$ cat src/rtl/vga_timing_gen.sv
// VGA timing generator with per-axis porch/sync parameters, a pixel-enable qualifier,
// and registered sync, position, data-enable and line/frame start strobes.
module vga_timing_gen #(
  parameter int H_ACTIVE    = 640,
  parameter int H_FP        = 16,
  parameter int H_SYNC      = 96,
  parameter int H_BP        = 48,
  parameter int V_ACTIVE    = 480,
  parameter int V_FP        = 10,
  parameter int V_SYNC      = 2,
  parameter int V_BP        = 33,
  parameter bit HSYNC_POL   = 1'b0,
  parameter bit VSYNC_POL   = 1'b0,
  parameter int COUNT_WIDTH = 10
) (
  input  logic                   i_Clk,
  input  logic                   i_Rst_L,
  input  logic                   i_Enable,
  output logic                   o_HSync,
  output logic                   o_VSync,
  output logic                   o_Active,
  output logic [COUNT_WIDTH-1:0] o_Col_Count,
  output logic [COUNT_WIDTH-1:0] o_Row_Count,
  output logic                   o_Line_Start,
  output logic                   o_Frame_Start
);

  localparam int H_TOTAL = H_ACTIVE + H_FP + H_SYNC + H_BP;
  localparam int V_TOTAL = V_ACTIVE + V_FP + V_SYNC + V_BP;

  if ((H_TOTAL > (1 << COUNT_WIDTH)) || (V_TOTAL > (1 << COUNT_WIDTH))) begin : g_width_check
    $error("vga_timing_gen: COUNT_WIDTH too small for H_TOTAL/V_TOTAL");
  end
  if ((H_ACTIVE < 1) || (H_SYNC < 1) || (V_ACTIVE < 1) || (V_SYNC < 1)) begin : g_param_check
    $error("vga_timing_gen: active and sync lengths must be at least 1");
  end
  if ((H_FP < 0) || (H_BP < 0) || (V_FP < 0) || (V_BP < 0)) begin : g_porch_check
    $error("vga_timing_gen: porch lengths must not be negative");
  end

  localparam logic [COUNT_WIDTH-1:0] H_LAST   = COUNT_WIDTH'(H_TOTAL - 1);
  localparam logic [COUNT_WIDTH-1:0] V_LAST   = COUNT_WIDTH'(V_TOTAL - 1);
  localparam logic [COUNT_WIDTH-1:0] H_ACT    = COUNT_WIDTH'(H_ACTIVE);
  localparam logic [COUNT_WIDTH-1:0] V_ACT    = COUNT_WIDTH'(V_ACTIVE);
  localparam logic [COUNT_WIDTH-1:0] HS_FIRST = COUNT_WIDTH'(H_ACTIVE + H_FP);
  localparam logic [COUNT_WIDTH-1:0] HS_LAST  = COUNT_WIDTH'(H_ACTIVE + H_FP + H_SYNC - 1);
  localparam logic [COUNT_WIDTH-1:0] VS_FIRST = COUNT_WIDTH'(V_ACTIVE + V_FP);
  localparam logic [COUNT_WIDTH-1:0] VS_LAST  = COUNT_WIDTH'(V_ACTIVE + V_FP + V_SYNC - 1);

  typedef enum logic {IDLE, RUN} state_t;

  state_t                 state, state_next;
  logic [COUNT_WIDTH-1:0] col_next, row_next;
  logic                   hsync_next, vsync_next, active_next;
  logic                   line_next, frame_next;

  always_ff @(posedge i_Clk or negedge i_Rst_L) begin
    if (!i_Rst_L) begin
      state         <= IDLE;
      o_Col_Count   <= '0;
      o_Row_Count   <= '0;
      o_Active      <= 1'b0;
      o_HSync       <= ~HSYNC_POL;
      o_VSync       <= ~VSYNC_POL;
      o_Line_Start  <= 1'b0;
      o_Frame_Start <= 1'b0;
    end else begin
      state         <= state_next;
      o_Col_Count   <= col_next;
      o_Row_Count   <= row_next;
      o_Active      <= active_next;
      o_HSync       <= hsync_next;
      o_VSync       <= vsync_next;
      o_Line_Start  <= line_next;
      o_Frame_Start <= frame_next;
    end
  end

  // Outputs are decoded from the position about to be presented, so every registered
  // output describes the same pixel as the counts beside it.
  always_comb begin
    state_next  = state;
    col_next    = o_Col_Count;
    row_next    = o_Row_Count;
    active_next = o_Active;
    hsync_next  = o_HSync;
    vsync_next  = o_VSync;
    line_next   = 1'b0;
    frame_next  = 1'b0;
    if (i_Enable) begin
      case (state)
        IDLE: begin
          state_next = RUN;
          col_next   = '0;
          row_next   = '0;
        end
        RUN: begin
          if (o_Col_Count == H_LAST) begin
            col_next = '0;
            row_next = (o_Row_Count == V_LAST) ? '0 : o_Row_Count + COUNT_WIDTH'(1);
          end else begin
            col_next = o_Col_Count + COUNT_WIDTH'(1);
          end
        end
        default: state_next = IDLE;
      endcase
      active_next = (col_next < H_ACT) && (row_next < V_ACT);
      hsync_next  = ((col_next >= HS_FIRST) && (col_next <= HS_LAST)) ? HSYNC_POL : ~HSYNC_POL;
      vsync_next  = ((row_next >= VS_FIRST) && (row_next <= VS_LAST)) ? VSYNC_POL : ~VSYNC_POL;
      line_next   = (col_next == '0);
      frame_next  = (col_next == '0) && (row_next == '0);
    end
  end

endmodule
$ cat config.mk
export PLATFORM = sky130hd
export DESIGN_NAME = vga_timing_gen
export DESIGN_NICKNAME = d
export VERILOG_FILES = /design/src/rtl/vga_timing_gen.sv
export SDC_FILE = /design/constraint.sdc
export NUM_CORES = 1
export LEC_CHECK = 0
export BUFFER_PORTS_ARGS = -buffer_cell sky130_fd_sc_hd__buf_4
export CAP_MARGIN = 20
export CELL_PAD_IN_SITES_DETAIL_PLACEMENT = 1
export CELL_PAD_IN_SITES_GLOBAL_PLACEMENT = 1
export CORE_ASPECT_RATIO = 1.25
export CORE_MARGIN = 2
export CORE_UTILIZATION = 30
export CTS_CLUSTER_SIZE = 10
export DETAILED_ROUTE_END_ITERATION = 12
export GPL_TIMING_DRIVEN = 0
export PLACE_DENSITY_LB_ADDON = 0.2
export SYNTH_ARGS = -nofsm -noshare
export SYNTH_HDL_FRONTEND = slang
export SYNTH_SLANG_ARGS = --single-unit
$ cat constraint.sdc
create_clock -name i_Clk -period 4.1 [get_ports i_Clk]
set_input_delay 0.205 -clock i_Clk [delete_from_list [all_inputs] [get_ports i_Clk]]
set_output_delay 0.205 -clock i_Clk [all_outputs]
set_load 0.01 [all_outputs]
==> metrics.md, run 1 <==
| Metric | Value |
|---|---|
| Tot Pwr | 817 µW |
| Vias in the first global route | 1960 |
| Pwr per Cell Area | 355 nW/µm² |
| Flops & latches, synth | 26 |
| Final Hold Vio Count | 0 |
| Crit path max-delay family | simple AND/OR/NAND/NOR gates |
| Max VDD drop | 0.186 mV |
| Post-synth EDFFs | 0 |
| Yosys warnings | 0 |
| Buffers plus inverters on the worst setup path | 3 |
| Multiplexer share of the synthesized area | 2.80% |
| DR WL/cell | 17.9 µm |
| Crit. Startpoint | o_Col_Count[0]$_DFFE_PN0P_ |
| Post-Synth Adder-Cell Area | 1.96% |
| Flop2flop setup slack | 1.37 ns |
| Synthesized area | 1920 µm² |
| Post-CTS Setup Bufs | 0 |
| Xor-xnor portion of the synthesized cell area | 2.74% |
| Worst-Skew Late Latency | 0.29 ns |
| Slew HR | 63.3% |
| Min Clock Period, post-route | 2.73 ns |
| Drt drc | 0 |
| Achievable clock frequency | 0.366 GHz |
| Power share of the clock group | 28.2% |
| CTS H-tree depth | 1 |
| DIE HEIGHT | 93.4 µm |
| IO buf count | 26 |
| CTS root buffer | clkbuf_8 |
| Critical Path RT | 4.32 ns |
| Die X | 75.5 µm |
| Switching share of power | 35.0% |
| Detailed Route WL | 6350 µm |
| Critical path type | reg2reg |
| # IOs | 28 |
| Multi-input gate area | 1120 µm² |
| Largest net degree at the start of global routing | 27 |
| Slowest CP cell | dfrtp_1 |
| Crit share post-route | 66.6% |
| Crit path max fanout | 10 |
| Top FF cell, synth | dfrtp_1 |
| Drt pass-1 iters | 4 |
| Post-synthesis sequential area ratio | 34.0% |
| Post-synthesis cell count | 238 |
| Setup crit end kind | flop |
| CP Cell Sequence | ha_1 -> buf_2 -> and4_1 -> buf_2 -> nand3_1 -> clkbuf_1 -> nor2_1 -> o21ai_0 -> nor4_1 -> a21oi_1 |
| Clock Skews | 0.00962 ns |
| Register cell area after layout | 653 µm² |
| Antenna-violating nets left | 0 |
| Area grow syn2layout | 19.9% |
| Vias | 1935 |
| Sequential share of power | 37.3% |
| CTS clk-pin slew, worst paths | 0.11 ns |
| Clock Tree Buf Depth | 2 |
| Pint | 531 µW |
| Initial antenna violation count | 0 |
| Worst Hold Class | in2async |
| Post-Place Setup Slack | 1.39 ns |
| Nets | 276 |
| Mean area per synthesized cell | 8.06 µm² |
| First-pass GRT wire length | 10500 µm |
| R2R Path End | o_VSync$_DFFE_PN1P_ |
| Share of flip-flops with an asynchronous set or reset | 100% |
| Core Area | 6170 µm² |
| Simple logic cell fraction of the synthesized area | 27.7% |
| Grt ovf | 0 |
| Cell row count | 32 |
| # fillers | 768 |
| Final max-slew violation count | 0 |
| Worst r2r src | o_Col_Count[0]$_DFFE_PN0P_ |
| Max-cap violations | 0 |
| Cell variety after synth | 54 |
| RSZ-0062 raised after global routing | false |
| Run status | finished, final reports clean |
| Num CTS Buffers | 3 |
| Setup crit start kind | flop |
| Compound-Gate Fraction of Synth Area | 22.9% |
| Starting density of the core | 31.1% |
| Final setup violating endpoints | 0 |
| Worst path arrival time | 2.95 ns |
| Most common cell on crit path | buf_2 |
| TritonCTS Sinks | 26 |
| Max stage delay on crit path | 0.49 ns |
| # diodes | 0 |
| GP Congestion | 0.797 |
| Worst setup margin | 1.37 ns |
| Initial drt markers | 75 |
| Leakage dissipation | 0.931 nW |
| Mapped Nets | 244 |
| Layout cell share with drive strength beyond 1 | 19.0% |
| Logic pwr share | 34.4% |
| Net switching power | 286 µW |
| R2R depth | 10 |
| Worst-Margin Slew | 0.546 ns |
| TritonCTS clock tree | built |
| DPL Wire Length | 4660 µm |
| Die Area | 7060 µm² |
| Hold WS | 0.361 ns |
| Vias per cell | 5.47 |
| Main combinational cell family by area after synthesis | simple AND/OR/NAND/NOR gates |
| TNS Setup | 0 ns |
| Global Route Usage Sum | 19.6% |
| Layout Utilization | 37.3% |
-- state kept, by name (all words and copies together) (netlist names) --
name,flops
o_HSync,1
o_Line_Start,1
o_Row_Count,10
state,1
o_VSync,1
o_Active,1
o_Col_Count,10
o_Frame_Start,1
-- cell usage after synthesis (all sizes together) (3+ instances only) --
master  count  area (µm²)
inv        10        37.5
clkbuf     12        45.0
or3         3        23.8
a21oi      13        65.1
dfrtp      24         601
o22ai       3        18.8
or2         4        25.0
buf        10        63.8
o41ai       6        52.6
ha          3        37.5
o31ai       7        52.6
a31oi       7        43.8
nor4        8        77.6
nand4       7        50.1
nand2      28         105
nor2       13        48.8
mux2        3        33.8
nand3      13        65.1
xnor2       5        43.8
o21ai      19        95.1
and3        3        18.8
nor3       11        66.3
-- final cells by class --
class / count / share of cell area, %
multi-input cells: 179 / 48.5
flip-flops and latches: 26 / 28.4
repair buffers: 27 / 8.91
plain buffers: 22 / 4.73
well taps: 85 / 4.62
clock buffers: 3 / 1.79
inverters: 11 / 1.79
clock inverters: 1 / 1.30
-- power by group through the flow --
stage          clock, mW  sequential (mW)  combinational [mW]
3_3_place_gp           0            0.309               0.277
6_report           0.231            0.305               0.281
5_1_grt            0.243            0.311               0.315
2_1_floorplan          0            0.321               0.173
4_1_cts            0.237            0.306               0.285
3_5_place_dp           0            0.311               0.283
-- layer usage --
| metal | routed length [µm] | track usage [%] | part of all wire [%] |
|---|---|---|---|
| met1 | 2820 | 25.4 | 44 |
| met2 | 3310 | 34.5 | 52 |
| met3 | 142 | 1.62 | 2.2 |
| met4 | 74 | 4.39 | 1.2 |
| met5 | 0 | 0 | 0 |
-- stage by stage --
stage | instance area, µm² | std cells
after floorplan | 1920 | 238
after global placement | 2220 | 349
after detailed placement | 2220 | 349
after CTS | 2300 | 354
after global routing | 2300 | 354
final | 2300 | 354
-- worst max-delay path by stage --
stage          cells after the start                    endpoint  slack (ns)
3_5_place_dp                       9  o_Col_Count[7]$_DFFE_PN0P_        1.39
5_1_grt                           10         o_VSync$_DFFE_PN1P_        1.13
3_3_place_gp                      10         o_VSync$_DFFE_PN1P_        1.40
6_report                          10         o_VSync$_DFFE_PN1P_        1.37
4_1_cts                            9  o_Col_Count[7]$_DFFE_PN0P_        1.34
2_1_floorplan                      8         o_VSync$_DFFE_PN1P_        1.89
-- cells in the final DEF, fill, tap and decap left out, drive strengths merged, types with 8 or more instances in the layout --
master  count
nand2      28
nand3      13
clkbuf     15
nor3       11
inv        10
a21oi      13
buf        36
nor2       13
nor4        8
o21ai      19
dfrtp      24
-- cells by family (layout without fill, tap and decap cells) --
family | count (synthesis) | count (layout)
muxes | 5 | 5
adders and majority gates | 3 | 3
AOI/OAI and AO/OA | 68 | 68
and+or+nand+nor | 97 | 97
xor gates and xnor gates | 6 | 6
DFF | 26 | 26
buffers and inverters | 33 | 64
-- repair_timing --
item                                   CTS  global route
resized for setup                        0             0
hold buffers                             1             0
endpoints found under the hold margin   24             0
No activity file was read; power rests on OpenSTA's default activity.
==> run 2: changes to the inputs <==
--- a/config.mk
+++ b/config.mk
@@ -5,6 +5,7 @@
 export SDC_FILE = /design/constraint.sdc
 export NUM_CORES = 1
 export LEC_CHECK = 0
+export ABC_AREA = 1
 export BUFFER_PORTS_ARGS = -buffer_cell sky130_fd_sc_hd__buf_4
 export CAP_MARGIN = 20
 export CELL_PAD_IN_SITES_DETAIL_PLACEMENT = 1
==> constraint.sdc (replaced) <==
create_clock -name i_Clk -period 2.4 [get_ports i_Clk]
set_input_delay 0.12 -clock i_Clk [delete_from_list [all_inputs] [get_ports i_Clk]]
set_output_delay 0.12 -clock i_Clk [all_outputs]
set_load 0.01 [all_outputs]
==> run 2 against run 1 <==
Register-to-register slack got worse by 1.1 ns; clock power increased by 63%; die area decreased by 4.3%; first-iteration DRC count shrank 16%; clock-buffer cell count unchanged; core utilization increased by 0.41 points; synthesized cell count increased by 21%; sequential cell count unchanged; cell area is 4.0% lower.
==> metrics.md, run 2 <==
| Metric | Value |
|---|---|
| Flops & latches, synth | 26 (unchanged) |
| Placed Cells | 395 (+13%) |
| Worst-Margin Slew | 0.541 ns (-0.00556 ns) |
| Area grow syn2layout | 20.7% |
| Final setup violating endpoints | 0 (unchanged) |
| Yosys top cell area share | 32.8% (+1.5 points) |
| Placed cell area | 2130 µm² (-4.1%) |
| DPL Wire Length | 4400 µm (-5.6%) |
| Drt drc | 0 (unchanged) |
| Mapped Nets | 293 (+20%) |
| Power share of the clock group | 23.1% (-5.1 points) |
| Die X | 73.9 µm (-2.2%) |
| # IOs | 28 (unchanged) |
| Clock Tree Buf Depth | 2 (unchanged) |
| DIE HEIGHT | 91.4 µm (-2.2%) |
| CTS clk-pin slew, worst paths | 0.10 ns (about the same) |
| Crit path max-delay family | simple AND/OR/NAND/NOR gates |
| Crit path max fanout | 9 (-1) |
| Global Route Usage Sum | 18.0% (-1.5 points) |
| Num CTS Buffers | 3 (unchanged) |
| Most common cell after layout, fill and taps aside | nand2_1 |
| WHS Path Cells | 3 |
| Pwr per Cell Area | 736 nW/µm² (+110%) |
| Leakage dissipation | 1.11 nW (+19%) |
| Fin area | 2210 µm² (-4.0%) |
| Initial drt markers | 63 (-16%) |
| RSZ-0062 raised after global routing | false |
| Achievable clock frequency | 0.478 GHz (+30%) |
| Critical Path RT | 2.62 ns (-1.70 ns) |
| Synthesized area | 1830 µm² (-4.6%) |
| Max-cap violations | 0 (unchanged) |
| Largest net degree at the start of global routing | 27 (unchanged) |
| Area leader, netlist | dfrtp_1 |
| Largest regs | o_Col_Count x10, o_Row_Count x10 |
| Worst Hold Class | in2reg |
| First-pass GRT wire length | 9510 µm (-9.3%) |
| Slowest CP cell | dfrtp_1 |
| Cell row count | 31 (-3.1%) |
| Commonest non-fill, non-tap cells in the layout | nand2_1, nor2_1, inv_1 |
| Post-CTS Setup Bufs | 0 (unchanged) |
| Run status | finished, final reports clean |
| Worst setup margin | 0.306 ns (-1.06 ns) |
| Most instantiated cells after synthesis | nand2_1, nor2_1, inv_1 |
| IO buf count | 26 (unchanged) |
| Hold worst-path end | o_VSync$_DFFE_PN1P_ |
| Most frequent cell after synthesis | nand2_1 |
| Nets | 325 (+18%) |
| Top post-synthesis cells by area | dfrtp_1, nand2_1, nand3_1 |
| Clock Skews | 0.00525 ns (-0.00438 ns) |
| Starting density of the core | 31.3% (+0.15 points) |
| Worst path arrival time | 2.31 ns (-0.64 ns) |
| Layout cell share with drive strength beyond 1 | 15.4% (-3.6 points) |
| Share of flip-flops with an asynchronous set or reset | 100% (unchanged) |
| Top FF cell, synth | dfrtp_1 |
| Grt ovf | 0 (unchanged) |
| Min Clock Period, post-route | 2.09 ns (-0.638 ns) |
| Max stage delay on crit path | 0.52 ns (+0.03 ns) |
| CTS H-tree depth | 1 (unchanged) |
| Final Hold Vio Count | 0 (unchanged) |
| Net switching power | 640 µW (+120%) |
| Setup crit end kind | flop |
| Flop2flop setup slack | 0.31 ns (-1.06 ns) |
| R2R Path End | o_Frame_Start$_DFF_PN0_ |
| Switching share of power | 39.3% (+4.3 points) |
| Hold Startpoint | i_Enable |
| # diodes | 0 (unchanged) |
| Layout Utilization | 37.7% (+0.41 points) |
| Final Non-Filler Cells | 400 (+13%) |
| TNS Setup | 0 ns (unchanged) |
| Antenna-violating nets left | 0 (unchanged) |
| Crit share post-route | 87.3% (+21 points) |
| Post-synthesis cell count | 287 (+21%) |
| Yosys warnings | 0 (unchanged) |
| Detailed Route WL | 5640 µm (-11%) |
| Final max-slew violation count | 0 (unchanged) |
| GP Congestion | 0.812 (+1.8%) |
| Max VDD drop | 0.324 mV (+74%) |
| Vias | 1920 (-0.78%) |
| Slew HR | 63.9% (+0.65 points) |
| Initial antenna violation count | 0 (unchanged) |
| Die Area | 6750 µm² (-4.3%) |
| TritonCTS Sinks | 26 (unchanged) |
| Setup crit start kind | flop |
| Most common cell on crit path | nor2_1 |
| Buffers plus inverters on the worst setup path | 0 (-3) |
| Vias per cell | 4.80 (-12%) |
| Post-synthesis sequential area ratio | 35.7% (+1.6 points) |
| Post-Place Setup Slack | 0.270 ns (-1.12 ns) |
| Vias in the first global route | 1925 (-1.8%) |
| Pint | 987 µW (+86%) |
| Core Area | 5860 µm² (-5.0%) |
| Drt pass-1 iters | 4 (unchanged) |
| CP Cell Sequence | ha_1 -> nand3_2 -> nor2_4 -> nand2_4 -> nand2_4 -> nor2_1 -> nor2_1 -> nand2_1 -> nor2_1 -> nand3_1 -> nor2_1 |
| Cell variety after synth | 25 (-54%) |
| Worst-Skew Late Latency | 0.28 ns (about the same) |
| Logic pwr share | 36.3% (+1.9 points) |
| R2R depth | 11 (+1) |
| CTS root buffer | clkbuf_8 |
| Mean area per synthesized cell | 6.38 µm² (-21%) |
| Post-synth EDFFs | 0 (unchanged) |
| Critical path type | reg2reg |
| Sequential share of power | 40.6% (+3.3 points) |
| TritonCTS clock tree | built |
| Worst r2r src | o_Col_Count[0]$_DFFE_PN0P_ |
| DR WL/cell | 14.1 µm (-21%) |
[run 2: cell count changes after synthesis, moves of 6 or more]
cell,change
clkbuf_1,-7
nand3_1,+14
nand2_1,+72
inv_1,+24
a31oi_1,-7
nor2_1,+22
o31ai_1,-6
a21oi_1,-9
o41ai_1,-6
[run 2: power by group through the flow]
stage / Combinational (mW) / Clock [mW] / Sequential (mW)
final: 0.590 / 0.376 / 0.660
after global routing: 0.678 / 0.404 / 0.681
after CTS: 0.604 / 0.393 / 0.662
after detailed placement: 0.600 / 0 / 0.670
after global placement: 0.588 / 0 / 0.667
after floorplan: 0.340 / 0 / 0.668
[run 2: worst max path at each step]
stage | start | end | slack [ns] | cells past startpoint
6_report | o_Col_Count[0]$_DFFE_PN0P_ | o_Frame_Start$_DFF_PN0_ | 0.31 | 11
5_1_grt | o_Col_Count[0]$_DFFE_PN0P_ | o_VSync$_DFFE_PN1P_ | 0.08 | 12
4_1_cts | o_Col_Count[0]$_DFFE_PN0P_ | o_Frame_Start$_DFF_PN0_ | 0.25 | 11
3_5_place_dp | o_Col_Count[0]$_DFFE_PN0P_ | o_Frame_Start$_DFF_PN0_ | 0.27 | 11
3_3_place_gp | o_Col_Count[0]$_DFFE_PN0P_ | o_Frame_Start$_DFF_PN0_ | 0.29 | 11
2_1_floorplan | o_Col_Count[0]$_DFFE_PN0P_ | o_Active$_DFFE_PN0P_ | 0.64 | 12
[run 2: per-layer routing]
layer  part of all wire (%)  track usage [%]  vias up
met1                     43             21.8      933
met4                   0.82             3.18        0
li1                       -                -      965
met5                      0                0        -
met3                    1.8             1.66        4
met2                     55             33.7       18
[run 2: layout make-up]
| class | count | area (µm²) |
|---|---|---|
| inverter | 35 | 131 |
| clock inverter | 1 | 30.0 |
| fill | 784 | 3650 |
| tap | 82 | 103 |
| clock buffer | 3 | 41.3 |
| multi-input combinational | 220 | 1020 |
| timing repair buffer | 27 | 205 |
| buffer | 6 | 23.8 |
| sequential | 26 | 653 |
[run 2: what timing repair did]
item / 4_1_cts / 5_1_grt
hold buffers: 1 / 0
hold endpoints to repair: 24 / 0
resized for setup: 0 / 0
[run 2: kinds of logic after synthesis]
| family | count (synthesis) | synth area share [%] |
|---|---|---|
| AO/OA/AOI/OAI | 29 | 8.40 |
| XOR/XNOR | 2 | 0.956 |
| flip-flops | 26 | 35.7 |
| adder cells (fa/ha/maj) | 3 | 2.05 |
| AND/OR/NAND/NOR | 186 | 44.5 |
| buffers and inverters | 41 | 8.47 |
[run 2: metrics by stage]
| stage | power [mW] | hold WS [ns] |
|---|---|---|
| floorplan | 1.01 | -0.176 |
| global placement | 1.25 | 0.0649 |
| detailed placement | 1.27 | 0.0641 |
| CTS | 1.66 | 0.220 |
| global route | 1.76 | 0.294 |
| finish | 1.63 | 0.227 |
[run 2: worst reg2reg max path, delay by kind of cell, from the launching register on]
| family | cells | cell delay (ns) |
|---|---|---|
| and+or+nand+nor | 10 | 1.24 |
| DFF | 1 | 0.52 |
| adders and majority gates | 1 | 0.28 |
==> run 3: changes to the inputs <==
--- a/config.mk
+++ b/config.mk
@@ -8,14 +8,14 @@
 export ABC_AREA = 1
 export BUFFER_PORTS_ARGS = -buffer_cell sky130_fd_sc_hd__buf_4
 export CAP_MARGIN = 20
-export CELL_PAD_IN_SITES_DETAIL_PLACEMENT = 1
+export CELL_PAD_IN_SITES_DETAIL_PLACEMENT = 0
 export CELL_PAD_IN_SITES_GLOBAL_PLACEMENT = 1
 export CORE_ASPECT_RATIO = 1.25
 export CORE_MARGIN = 2
 export CORE_UTILIZATION = 30
+export CTS_CLUSTER_DIAMETER = 50
 export CTS_CLUSTER_SIZE = 10
 export DETAILED_ROUTE_END_ITERATION = 12
-export GPL_TIMING_DRIVEN = 0
 export PLACE_DENSITY_LB_ADDON = 0.2
 export SYNTH_ARGS = -nofsm -noshare
 export SYNTH_HDL_FRONTEND = slang
==> run 3 against run 2 <==
Cell count decreased by 0.50%; critical path depth rose by 1; fmax up 2.0%; via count shrank 4.3%; clock-buffer cell count increased by 1; sequential cell count is the same; combinational power is 1% higher; wire length shrank 6.9%; hold slack worse by 0.12 ns; clock power shrank 23%; core utilization is 0.15 points lower.
==> metrics.md, run 3 (synthesis results as in run 2) <==
| Metric | Value |
|---|---|
| Drt pass-1 iters | 4 (unchanged) |
| Final max-slew violation count | 0 (unchanged) |
| Multi-input gate area | 1020 µm² (unchanged) |
| Antenna-violating nets left | 0 (unchanged) |
| First-pass GRT wire length | 9000 µm (-5.4%) |
| Achievable clock frequency | 0.487 GHz (+2.0%) |
| Cell row count | 31 (unchanged) |
| Commonest non-fill, non-tap cells in the layout | nand2_1, nor2_1, inv_1 |
| Hold worst-path end | o_Row_Count[8]$_DFFE_PN0P_ |
| Crit path max fanout | 10 (+1) |
| Die X | 73.9 µm (unchanged) |
| IO buf count | 27 (+3.8%) |
| Setup crit end kind | flop |
| Final Non-Filler Cells | 398 (-0.50%) |
| Area grow syn2layout | 20.2% |
| Crit path max-delay family | simple AND/OR/NAND/NOR gates |
| Grt ovf | 0 (unchanged) |
| Layout cell share with drive strength beyond 1 | 16.8% (+1.4 points) |
| # fillers | 681 (-13%) |
| RSZ-0062 raised after global routing | false |
| Pwr per Cell Area | 702 nW/µm² (-4.6%) |
| DIE HEIGHT | 91.4 µm (unchanged) |
| Final setup violating endpoints | 0 (unchanged) |
| Slowest CP cell | dfrtp_1 |
| Hold Startpoint | i_Enable |
| Run status | finished, final reports clean |
| Largest net degree at the start of global routing | 33 (+22%) |
| Core Area | 5860 µm² (unchanged) |
| Final Hold Vio Count | 0 (unchanged) |
| Most common cell after layout, fill and taps aside | nand2_1 |
| Worst Hold Class | in2reg |
| Worst path arrival time | 2.26 ns (-0.05 ns) |
| Setup crit start kind | flop |
| Detailed Route WL | 5250 µm (-6.9%) |
| Leakage dissipation | 1.11 nW (+0.22%) |
| Post-Place Setup Slack | 0.340 ns (+0.0705 ns) |
| Worst setup margin | 0.347 ns (+0.0414 ns) |
| GP Congestion | 0.794 (-2.1%) |
| Worst-Margin Slew | 0.350 ns (-0.191 ns) |
| Max VDD drop | 0.358 mV (+10%) |
| WHS Path Cells | 2 (-1) |
| Placed Cells | 393 (-0.51%) |
| Tot Pwr | 1.55 mW (-5.0%) |
| Max-cap violations | 0 (unchanged) |
| Post-CTS Setup Bufs | 0 (unchanged) |
| DPL Wire Length | 4070 µm (-7.4%) |
| Register cell area after layout | 654 µm² (+0.19%) |
| Fin area | 2200 µm² (-0.40%) |
| # diodes | 0 (unchanged) |
| CTS H-tree depth | 1 (unchanged) |
| Placed cell area | 2140 µm² (+0.29%) |
| R2R depth | 12 (+1) |
| Worst r2r src | o_Col_Count[0]$_DFFE_PN0P_ |
| CP Cell Sequence | ha_1 -> nand2_2 -> nor2_2 -> nand2_2 -> nor2_4 -> nand2_1 -> o21ai_1 -> nand2_1 -> nor2_1 -> nand2_1 -> nor2_1 -> nor2_1 |
| Die Area | 6750 µm² (unchanged) |
| Max stage delay on crit path | 0.49 ns (-0.03 ns) |
| R2R Path End | o_VSync$_DFFE_PN1P_ |
| Worst-Skew Late Latency | 0.27 ns (about the same) |
| TritonCTS clock tree | built |
| Drt drc | 0 (unchanged) |
| TritonCTS Sinks | 26 (unchanged) |
| TNS Setup | 0 ns (unchanged) |
| Global Route Usage Sum | 17.1% (-0.89 points) |
| Vias | 1837 (-4.3%) |
| CTS root buffer | clkbuf_8 |
| Critical path type | reg2reg |
| Clock Tree Buf Depth | 2 (unchanged) |
| Vias in the first global route | 1874 (-2.6%) |
| Initial antenna violation count | 0 (unchanged) |
| Flop2flop setup slack | 0.35 ns (+0.04 ns) |
| CTS clk-pin slew, worst paths | 0.10 ns (about the same) |
| DR WL/cell | 13.2 µm (-6.4%) |
| Initial drt markers | 97 (+54%) |
| Largest regs | o_Col_Count x10, o_Row_Count x10 |
| # IOs | 28 (unchanged) |
| Nets | 323 (-0.62%) |
| Min Clock Period, post-route | 2.05 ns (-0.0414 ns) |
| Starting density of the core | 31.3% (unchanged) |
| Buffers plus inverters on the worst setup path | 0 (unchanged) |
| Slew HR | 76.7% (+13 points) |
| Crit share post-route | 85.5% (-1.7 points) |
| Critical Path RT | 2.61 ns (about the same) |
| Num CTS Buffers | 3 (unchanged) |
| Vias per cell | 4.62 (-3.8%) |
| Clock Skews | 0.00765 ns (+0.00240 ns) |
## run 3: changes by cell type in the layout (fill, tap and decap cells not counted)
cell and change:
buf_4 +4, dfrtp_2 +1, buf_2 -1, bufinv_16 -1, clkbuf_1 -5, clkbuf_8 +1
dfrtp_1 -1
## run 3: how the worst max path moves through the flow
stage	startpoint	endpoint	slack (ns)	cells after the start
floorplan	o_Col_Count[0]$_DFFE_PN0P_	o_Active$_DFFE_PN0P_	0.64	12
global placement	o_Col_Count[0]$_DFFE_PN0P_	o_VSync$_DFFE_PN1P_	0.33	12
detailed placement	o_Col_Count[0]$_DFFE_PN0P_	o_VSync$_DFFE_PN1P_	0.34	12
CTS	o_Col_Count[0]$_DFFE_PN0P_	o_VSync$_DFFE_PN1P_	0.31	12
global route	o_Row_Count[1]$_DFFE_PN0P_	o_VSync$_DFFE_PN1P_	0.009	14
finish	o_Col_Count[0]$_DFFE_PN0P_	o_VSync$_DFFE_PN1P_	0.35	12
## run 3: per-layer routing
metal  track usage (%)  wire length [µm]  up-vias
met5                 0                 0        -
met4              5.76                91        0
met3              1.55                76        6
met2              30.6              2780       24
met1              20.9              2300      849
li1                  -                 -      958
## run 3: area by class of cell
cell class	count	area share, %
Timing Repair Buffer	31	10.7
Tap cell	82	4.66
Inverter	35	5.97
Multi-Input combinational cell	220	46.5
Clock buffer	4	2.50
Sequential cell	26	29.7
## run 3: repair_timing
item,in CTS,in global routing
hold endpoints to repair,24,0
setup endpoints to repair,0,2
hold buffers,1,0
gates resized for setup,0,1
## run 3: stage by stage
step | utilization, % | hold WS (ns)
after detailed placement | 36.5 | 0.0613
after floorplan | - | -0.176
after global placement | 36.5 | 0.0578
final | 37.6 | 0.109
after global routing | 37.6 | 0.114
after CTS | 37.6 | 0.108
## run 3: power breakdown
group          internal, mW  total [mW]  switching (mW)  leakage (nW)
sequential            0.517       0.661           0.144         0.327
combinational         0.252       0.597           0.346         0.758
clock                 0.147       0.288           0.142        0.0288
## run 3: worst reg2reg max path, stage by stage, from the launching register on
cell and delay, ns:
dfrtp_1 0.49, ha_1 0.25, nand2_2 0.08, nor2_2 0.10, nand2_2 0.08, nor2_4 0.27, nand2_1 0.13, o21ai_1 0.14
nand2_1 0.06, nor2_1 0.18, nand2_1 0.08, nor2_1 0.09, nor2_1 0.04
